--- config.mk ---
export PLATFORM = sky130hd
export DESIGN_NAME = reversalmb_module
export DESIGN_NICKNAME = d
export VERILOG_FILES = /design/src/rtl/mbinit_pkg.sv /design/src/rtl/lane_popcount.sv /design/src/rtl/reversalmb_module.sv
export SDC_FILE = /design/constraint.sdc
export NUM_CORES = 1
export LEC_CHECK = 0
export BUFFER_PORTS_ARGS = -buffer_cell sky130_fd_sc_hd__buf_2
export CORE_AREA = 10 10 65 67
export DETAILED_ROUTE_END_ITERATION = 12
export DIE_AREA = 0 0 75 77
export PLACE_DENSITY = 0.87
export SYNTH_ARGS = -nofsm -noshare
export SYNTH_HDL_FRONTEND = slang
export SYNTH_SLANG_ARGS = --single-unit
--- constraint.sdc ---
create_clock -name CLK -period 2.3 [get_ports CLK]
set_input_delay 0.115 -clock CLK [delete_from_list [all_inputs] [get_ports CLK]]
set_output_delay 0.115 -clock CLK [all_outputs]
set_load 0.05 [all_outputs]
--- src/rtl/mbinit_pkg.sv ---
// Shared definitions for the MBINIT stages: sideband message codes, the
// REVERSALMB state encoding and the default lane count.
package mbinit_pkg;

    localparam int NUM_LANES_DEF = 16;

    localparam logic [3:0] MSG_NONE           = 4'd0;
    localparam logic [3:0] MSG_INIT_REQ       = 4'd1;
    localparam logic [3:0] MSG_INIT_RESP      = 4'd2;
    localparam logic [3:0] MSG_CLEAR_ERR_REQ  = 4'd3;
    localparam logic [3:0] MSG_CLEAR_ERR_RESP = 4'd4;
    localparam logic [3:0] MSG_RESULT_REQ     = 4'd5;
    localparam logic [3:0] MSG_RESULT_RESP    = 4'd6;
    localparam logic [3:0] MSG_DONE_REQ       = 4'd7;
    localparam logic [3:0] MSG_DONE_RESP      = 4'd8;

    typedef enum logic [3:0] {
        ST_IDLE,
        ST_INIT_REQ,
        ST_WAIT_INIT,
        ST_CHK_CLR,
        ST_CLR_REQ,
        ST_WAIT_CLR,
        ST_PATTERN,
        ST_CHK_RES,
        ST_RESULT_REQ,
        ST_WAIT_RES,
        ST_EVAL,
        ST_CHK_DONE,
        ST_DONE_REQ,
        ST_WAIT_DONE,
        ST_DONE,
        ST_ERROR
    } state_t;

    // Request code a *_REQ state sends; MSG_NONE for every other state.
    function automatic logic [3:0] req_msg(input state_t s);
        case (s)
            ST_INIT_REQ:   return MSG_INIT_REQ;
            ST_CLR_REQ:    return MSG_CLEAR_ERR_REQ;
            ST_RESULT_REQ: return MSG_RESULT_REQ;
            ST_DONE_REQ:   return MSG_DONE_REQ;
            default:       return MSG_NONE;
        endcase
    endfunction

    function automatic logic is_wait(input state_t s);
        return (s == ST_WAIT_INIT) || (s == ST_WAIT_CLR) ||
               (s == ST_WAIT_RES)  || (s == ST_WAIT_DONE);
    endfunction

endpackage

--- src/rtl/lane_popcount.sv ---
// Counts the passing lanes of a result vector; the count is registered when
// i_load is high so it is stable for the evaluation cycle that follows.
module lane_popcount
    import mbinit_pkg::*;
#(
    parameter int NUM_LANES = NUM_LANES_DEF,
    parameter int CNT_W     = $clog2(NUM_LANES + 1)
) (
    input  logic                 i_clk,
    input  logic                 i_rst,
    input  logic                 i_load,
    input  logic [NUM_LANES-1:0] i_bits,
    output logic [CNT_W-1:0]     o_count
);

    logic [CNT_W-1:0] w_ones;
    logic [CNT_W-1:0] r_count;

    always_comb begin
        w_ones = '0;
        for (int i = 0; i < NUM_LANES; i++) begin
            w_ones = w_ones + CNT_W'(i_bits[i]);
        end
    end

    always_ff @(posedge i_clk or posedge i_rst) begin
        if (i_rst) begin
            r_count <= '0;
        end else if (i_load) begin
            r_count <= w_ones;
        end
    end

    assign o_count = r_count;

endmodule

--- src/rtl/reversalmb_module.sv ---
// MBINIT.REVERSALMB: sideband handshake, lane-result evaluation and a single
// lane-reversal retry. Define REVERSALMB_TIMEOUT_EN to bound every WAIT_* state.
module reversalmb_module
    import mbinit_pkg::*;
#(
    parameter int NUM_LANES      = NUM_LANES_DEF,
    parameter int PASS_THRESHOLD = 8,
    parameter int TIMEOUT_CYCLES = 800000
) (
    input  logic                 CLK,
    input  logic                 rst,
    input  logic                 i_MBINIT_REPAIRVAL_end,
    input  logic [3:0]           i_RX_SbMessage,
    input  logic                 i_msg_valid,
    input  logic                 i_Busy_SideBand,
    input  logic                 i_falling_edge_busy,
    input  logic [NUM_LANES-1:0] i_rx_lane_result,
    input  logic                 i_pattern_done,
    output logic [3:0]           o_TX_SbMessage,
    output logic                 o_ValidOutDatat_REVERSALMB,
    output logic                 o_pattern_en,
    output logic                 o_lane_reversal,
    output logic                 o_MBINIT_REVERSALMB_end,
    output logic                 o_train_error
);

    localparam int CNT_W = $clog2(NUM_LANES + 1);
    localparam logic [CNT_W-1:0] PASS_THR = CNT_W'(PASS_THRESHOLD);

    state_t           r_cs;
    state_t           w_ns;
    logic             r_retry;
    logic [3:0]       r_tx_msg;
    logic             r_tx_valid;
    logic             r_pattern_en;
    logic             r_lane_reversal;
    logic             r_end;
    logic             r_error;
    logic             w_en;
    logic [3:0]       w_msg;
    logic             w_capture;
    logic             w_timeout;
    logic             w_enter;
    logic [CNT_W-1:0] w_pass_cnt;

    assign w_en      = i_MBINIT_REPAIRVAL_end;
    assign w_msg     = i_msg_valid ? i_RX_SbMessage : MSG_NONE;
    assign w_enter   = (w_ns != r_cs);
    assign w_capture = w_en && (r_cs == ST_WAIT_RES) && (w_msg == MSG_RESULT_RESP);

    lane_popcount #(
        .NUM_LANES (NUM_LANES),
        .CNT_W     (CNT_W)
    ) u_popcount (
        .i_clk   (CLK),
        .i_rst   (rst),
        .i_load  (w_capture),
        .i_bits  (i_rx_lane_result),
        .o_count (w_pass_cnt)
    );

`ifdef REVERSALMB_TIMEOUT_EN
    localparam int TO_W = (TIMEOUT_CYCLES > 2) ? $clog2(TIMEOUT_CYCLES) : 1;
    logic [TO_W-1:0] r_to_cnt;

    always_ff @(posedge CLK or posedge rst) begin
        if (rst) begin
            r_to_cnt <= '0;
        end else if (w_enter || !is_wait(r_cs)) begin
            r_to_cnt <= '0;
        end else begin
            r_to_cnt <= r_to_cnt + 1'b1;
        end
    end

    assign w_timeout = is_wait(r_cs) && (r_to_cnt == TO_W'(TIMEOUT_CYCLES - 1));
`else
    // Timeout disabled: WAIT_* states wait indefinitely.
    assign w_timeout = 1'b0 & (TIMEOUT_CYCLES < 1);
`endif

    always_comb begin
        w_ns = r_cs;
        if (r_cs != ST_IDLE && !w_en) begin
            w_ns = ST_IDLE;
        end else begin
            case (r_cs)
                ST_IDLE:       if (w_en && !i_Busy_SideBand) w_ns = ST_INIT_REQ;
                ST_INIT_REQ:   if (i_falling_edge_busy) w_ns = ST_WAIT_INIT;
                ST_WAIT_INIT:  if (w_timeout) w_ns = ST_ERROR;
                               else if (w_msg == MSG_INIT_RESP) w_ns = ST_CHK_CLR;
                ST_CHK_CLR:    if (!i_Busy_SideBand) w_ns = ST_CLR_REQ;
                ST_CLR_REQ:    if (i_falling_edge_busy) w_ns = ST_WAIT_CLR;
                ST_WAIT_CLR:   if (w_timeout) w_ns = ST_ERROR;
                               else if (w_msg == MSG_CLEAR_ERR_RESP) w_ns = ST_PATTERN;
                ST_PATTERN:    if (i_pattern_done) w_ns = ST_CHK_RES;
                ST_CHK_RES:    if (!i_Busy_SideBand) w_ns = ST_RESULT_REQ;
                ST_RESULT_REQ: if (i_falling_edge_busy) w_ns = ST_WAIT_RES;
                ST_WAIT_RES:   if (w_timeout) w_ns = ST_ERROR;
                               else if (w_msg == MSG_RESULT_RESP) w_ns = ST_EVAL;
                ST_EVAL:       if (w_pass_cnt > PASS_THR) w_ns = ST_CHK_DONE;
                               else if (!r_retry) w_ns = ST_CHK_CLR;
                               else w_ns = ST_ERROR;
                ST_CHK_DONE:   if (!i_Busy_SideBand) w_ns = ST_DONE_REQ;
                ST_DONE_REQ:   if (i_falling_edge_busy) w_ns = ST_WAIT_DONE;
                ST_WAIT_DONE:  if (w_timeout) w_ns = ST_ERROR;
                               else if (w_msg == MSG_DONE_RESP) w_ns = ST_DONE;
                default:       w_ns = r_cs;
            endcase
        end
    end

    // Outputs are decoded from the next state so they line up with the state register.
    always_ff @(posedge CLK or posedge rst) begin
        if (rst) begin
            r_cs            <= ST_IDLE;
            r_retry         <= 1'b0;
            r_tx_msg        <= MSG_NONE;
            r_tx_valid      <= 1'b0;
            r_pattern_en    <= 1'b0;
            r_lane_reversal <= 1'b0;
            r_end           <= 1'b0;
            r_error         <= 1'b0;
        end else begin
            r_cs         <= w_ns;
            r_tx_valid   <= w_enter && (req_msg(w_ns) != MSG_NONE);
            r_tx_msg     <= w_enter ? req_msg(w_ns) : MSG_NONE;
            r_pattern_en <= (w_ns == ST_PATTERN);
            r_end        <= (w_ns == ST_DONE);
            r_error      <= (w_ns == ST_ERROR);
            if (w_enter && w_ns == ST_INIT_REQ) begin
                r_lane_reversal <= 1'b0;
                r_retry         <= 1'b0;
            end else if (r_cs == ST_EVAL && w_ns == ST_CHK_CLR) begin
                r_lane_reversal <= 1'b1;
                r_retry         <= 1'b1;
            end
        end
    end

    assign o_TX_SbMessage             = r_tx_msg;
    assign o_ValidOutDatat_REVERSALMB = r_tx_valid;
    assign o_pattern_en               = r_pattern_en;
    assign o_lane_reversal            = r_lane_reversal;
    assign o_MBINIT_REVERSALMB_end    = r_end;
    assign o_train_error              = r_error;

endmodule
==> impl_metrics.ini <==
[layout]
nFillCells = 262
syn_to_final_growth_pct = 21.02
final_cell_area_um2 = 1815
num_antenna_cells = 0
nets = 250
layout.area.seq_um2 = 426.7
post-route-util_pct = 60.97
drive_gt1_share_pct = 31.88
multi_input_area_um2 = 929.6

[floorplan]
rows = 20
initial_core_util_pct = 50.38
fp.dieW_um = 75
die-area_um2 = 5775
core_area_um2 = 2978
ios = 36
fp.dieH_um = 77

[synthesis]
synth_compound_area_share_pct = 19.27
synth_top_area_share_pct = 28.36
synth_top_family_by_area = simple AND/OR/NAND/NOR gates
synth_fp_nets = 206
synth_common_cells = 26 x inv_1, 17 x dfrtp_1, 11 x o21ai_0, 10 x fa_1, 10 x nand2_1
synthAdderAreaFrac_pct = 17.51
synth_edf_count = 0
postSynth.asyncResetShare_pct = 100.0
synthMuxAreaShare_pct = 0.6672
ys.flop_type = dfrtp_1
ys_top_cells_by_area = dfrtp_1 28%, fa_1 13%, inv_1 6.5%
synth_cells = 164
synth_xor_area_share_pct = 1.751
yosysUniqueCellTypes = 55
ys_seq_area_share_pct = 28.36
ys_ff_latch = 17
synth_most_common_cell = inv_1
syn-cell-area_um2 = 1500
yosysTopAreaCell = dfrtp_1
yosys.area_share.simple_pct = 21.10
synth-warning-count = 0
syn_avg_cell_area_um2 = 9.147

[routing]
drtIter0Drc = 52
via_count = 1312
drc_errors = 0
wl_per_cell_um = 14.16
via_per_inst = 5.467
firstDrtPassIters = 4
ant_nets = 0
wl_um = 3399

[sta]
slew_violations = 0
setup_tns_ns = -4.814
worst_slew_pin_slew_ns = 0.6038
finalSetupViolations = 5
finalHoldViolCount = 0
fin_hold_ws_ns = 0.2103
fin_crit_sh_pct = 145.4
fmax_mhz = 299.1
slew_headroom_pct = 59.70
rsz0062_at_grt = yes
fin_skew_ns = 0.005447
fin_crit_ns = 3.344
fin_ws_ns = -1.044

[grt]
grt_max_degree = 18
grt_overflow = 0
track_usage_pct = 12.06
grt_antenna_before_repair = 0
first_global_vias = 1325
grt_pass1_wl_um = 5733

[power_and_ir_drop]
swShare_pct = 45.01
vdd.ir_drop.worst_mv = 0.4509
power_density_nw_per_um2 = 916.0
switchingPower_w = 0.0007484
p_clk_share_pct = 9.4
cellLeakagePower_nw = 0.9222
p_seq_share_pct = 23.6
pwr-share-comb_pct = 67.0
p_int_w = 0.0009145

[job]
maxCapViolations = 0

[outcome]
violations = negative setup slack
status = complete, but fails checks

[worst_setup_path]
cp_max_fo = 2
reg2reg_depth = 6
r2r-end = o_TX_SbMessage[2]
cp_data_required_time_ns = 2.48
cp.arrival_ns = 3.52
worstSetupEndpointType = flop
crit_type = input pin to flop
crit_path_start_kind = input pin
rrSetupSlack_ns = 0.19
worstReg2RegStart = r_cs[2]

[place]
port_buffers = 34
gp_congestion = 0.8745
post-place-ws_ns = -1.421
postPlaceCellArea_um2 = 1758
post-dp-hpwl_um = 2847

[clock_network]
cts_root_buf = clkbuf_4
clock_path_buffers = 2
clock_latency_ns = 0.29
cts_tree = yes
cts.sink_count = 17
clkTransAtPathRegs_ns = 0.09
cts-htree-levels = 1
numCtsBuffers = 3

[min_path]
min_to = o_lane_reversal
min_from = i_Busy_SideBand
whs_path_depth = 3
hold_class = input pin to flop
cells in the final DEF, fill, tap and decap left out, types with 3 or more instances in the layout:
cell / count
buf_2: 32
inv_1: 22
dfrtp_1: 16
buf_4: 13
nand2_1: 10
fa_1: 8
o21ai_0: 7
o21ai_1: 7
nor2_1: 6
inv_2: 5
nand2b_1: 5
a21oi_1: 4
ha_1: 4
nand3b_1: 3
o21a_1: 3
nor2b_1: 3
and2_1: 3
nor3_1: 3
clkbuf_4: 3
stage by stage:
step                      total power, W  cells
final                           0.001663    240
after global routing            0.001813    240
after CTS                       0.001668    240
after detailed placement        0.001487    234
after global placement          0.001424    234
after floorplan                 0.001200    164
cell families (layout without fill, tap and decap cells):
family / after synthesis / after routing
multiplexers: 1 / 1
AO/OA/AOI/OAI: 40 / 40
XOR/XNOR: 3 / 3
buffers and inverters: 36 / 79
flip-flops: 17 / 17
other: 1 / 1
AND/OR/NAND/NOR: 51 / 51
adder cells (fa/ha/maj): 15 / 15
critical path, cell delays in order:
cell	delay [ns]
buf_6	0.10
ha_4	0.25
inv_2	0.03
fa_1	0.49
inv_2	0.04
fa_1	0.47
fa_1	0.53
inv_2	0.04
fa_1	0.47
fa_2	0.37
buf_4	0.14
inv_2	0.04
a21o_1	0.11
a21oi_2	0.05
xor2_1	0.17
o21ai_1	0.09
power groups by stage:
stage / clock, W / combinational [W] / sequential, W
floorplan: 0 / 0.000775 / 0.000425
global placement: 0 / 0.00103 / 0.000395
detailed placement: 0 / 0.00109 / 0.000393
CTS: 0.000159 / 0.00112 / 0.000390
global route: 0.000175 / 0.00124 / 0.000401
finish: 0.000156 / 0.00111 / 0.000393
sequential cells by signal (all words and copies together), names as in the netlist:
name                        count
r_cs                            4
o_ValidOutDatat_REVERSALMB      1
o_lane_reversal                 1
o_pattern_en                    1
o_TX_SbMessage                  3
u_popcount.o_count              5
o_MBINIT_REVERSALMB_end         1
o_train_error                   1
routing by layer:
metal  vias to the layer above  wire [um]  global-route usage, %
met5                         -          0                      0
li1                        642          -                      -
met2                        31       1876                  22.75
met1                       633       1312                  12.59
met3                         6        165                  2.960
met4                         0         44                  2.841
cell type report:
class	count	area share (%)
multi-input cells	111	51.21
flip-flops and latches	17	23.50
repair buffers	48	15.99
inverters	27	5.582
well taps	33	2.274
clock buffers	4	1.447
worst max-delay path by stage:
stage | startpoint | to
floorplan | i_rx_lane_result[1] | u_popcount.o_count[4]
global placement | i_rx_lane_result[1] | u_popcount.o_count[4]
detailed placement | i_rx_lane_result[1] | u_popcount.o_count[4]
CTS | i_rx_lane_result[1] | u_popcount.o_count[4]
global route | i_rx_lane_result[1] | u_popcount.o_count[4]
finish | i_rx_lane_result[1] | u_popcount.o_count[3]
what timing repair did:
item	in CTS	in global routing
setup endpoints to repair	5	6
resized for setup	8	1
buffers inserted	1	0
hold endpoints to repair	17	0
hold buffers	1	0
pin swaps	4	1
Power figures use the tool's default switching activity.
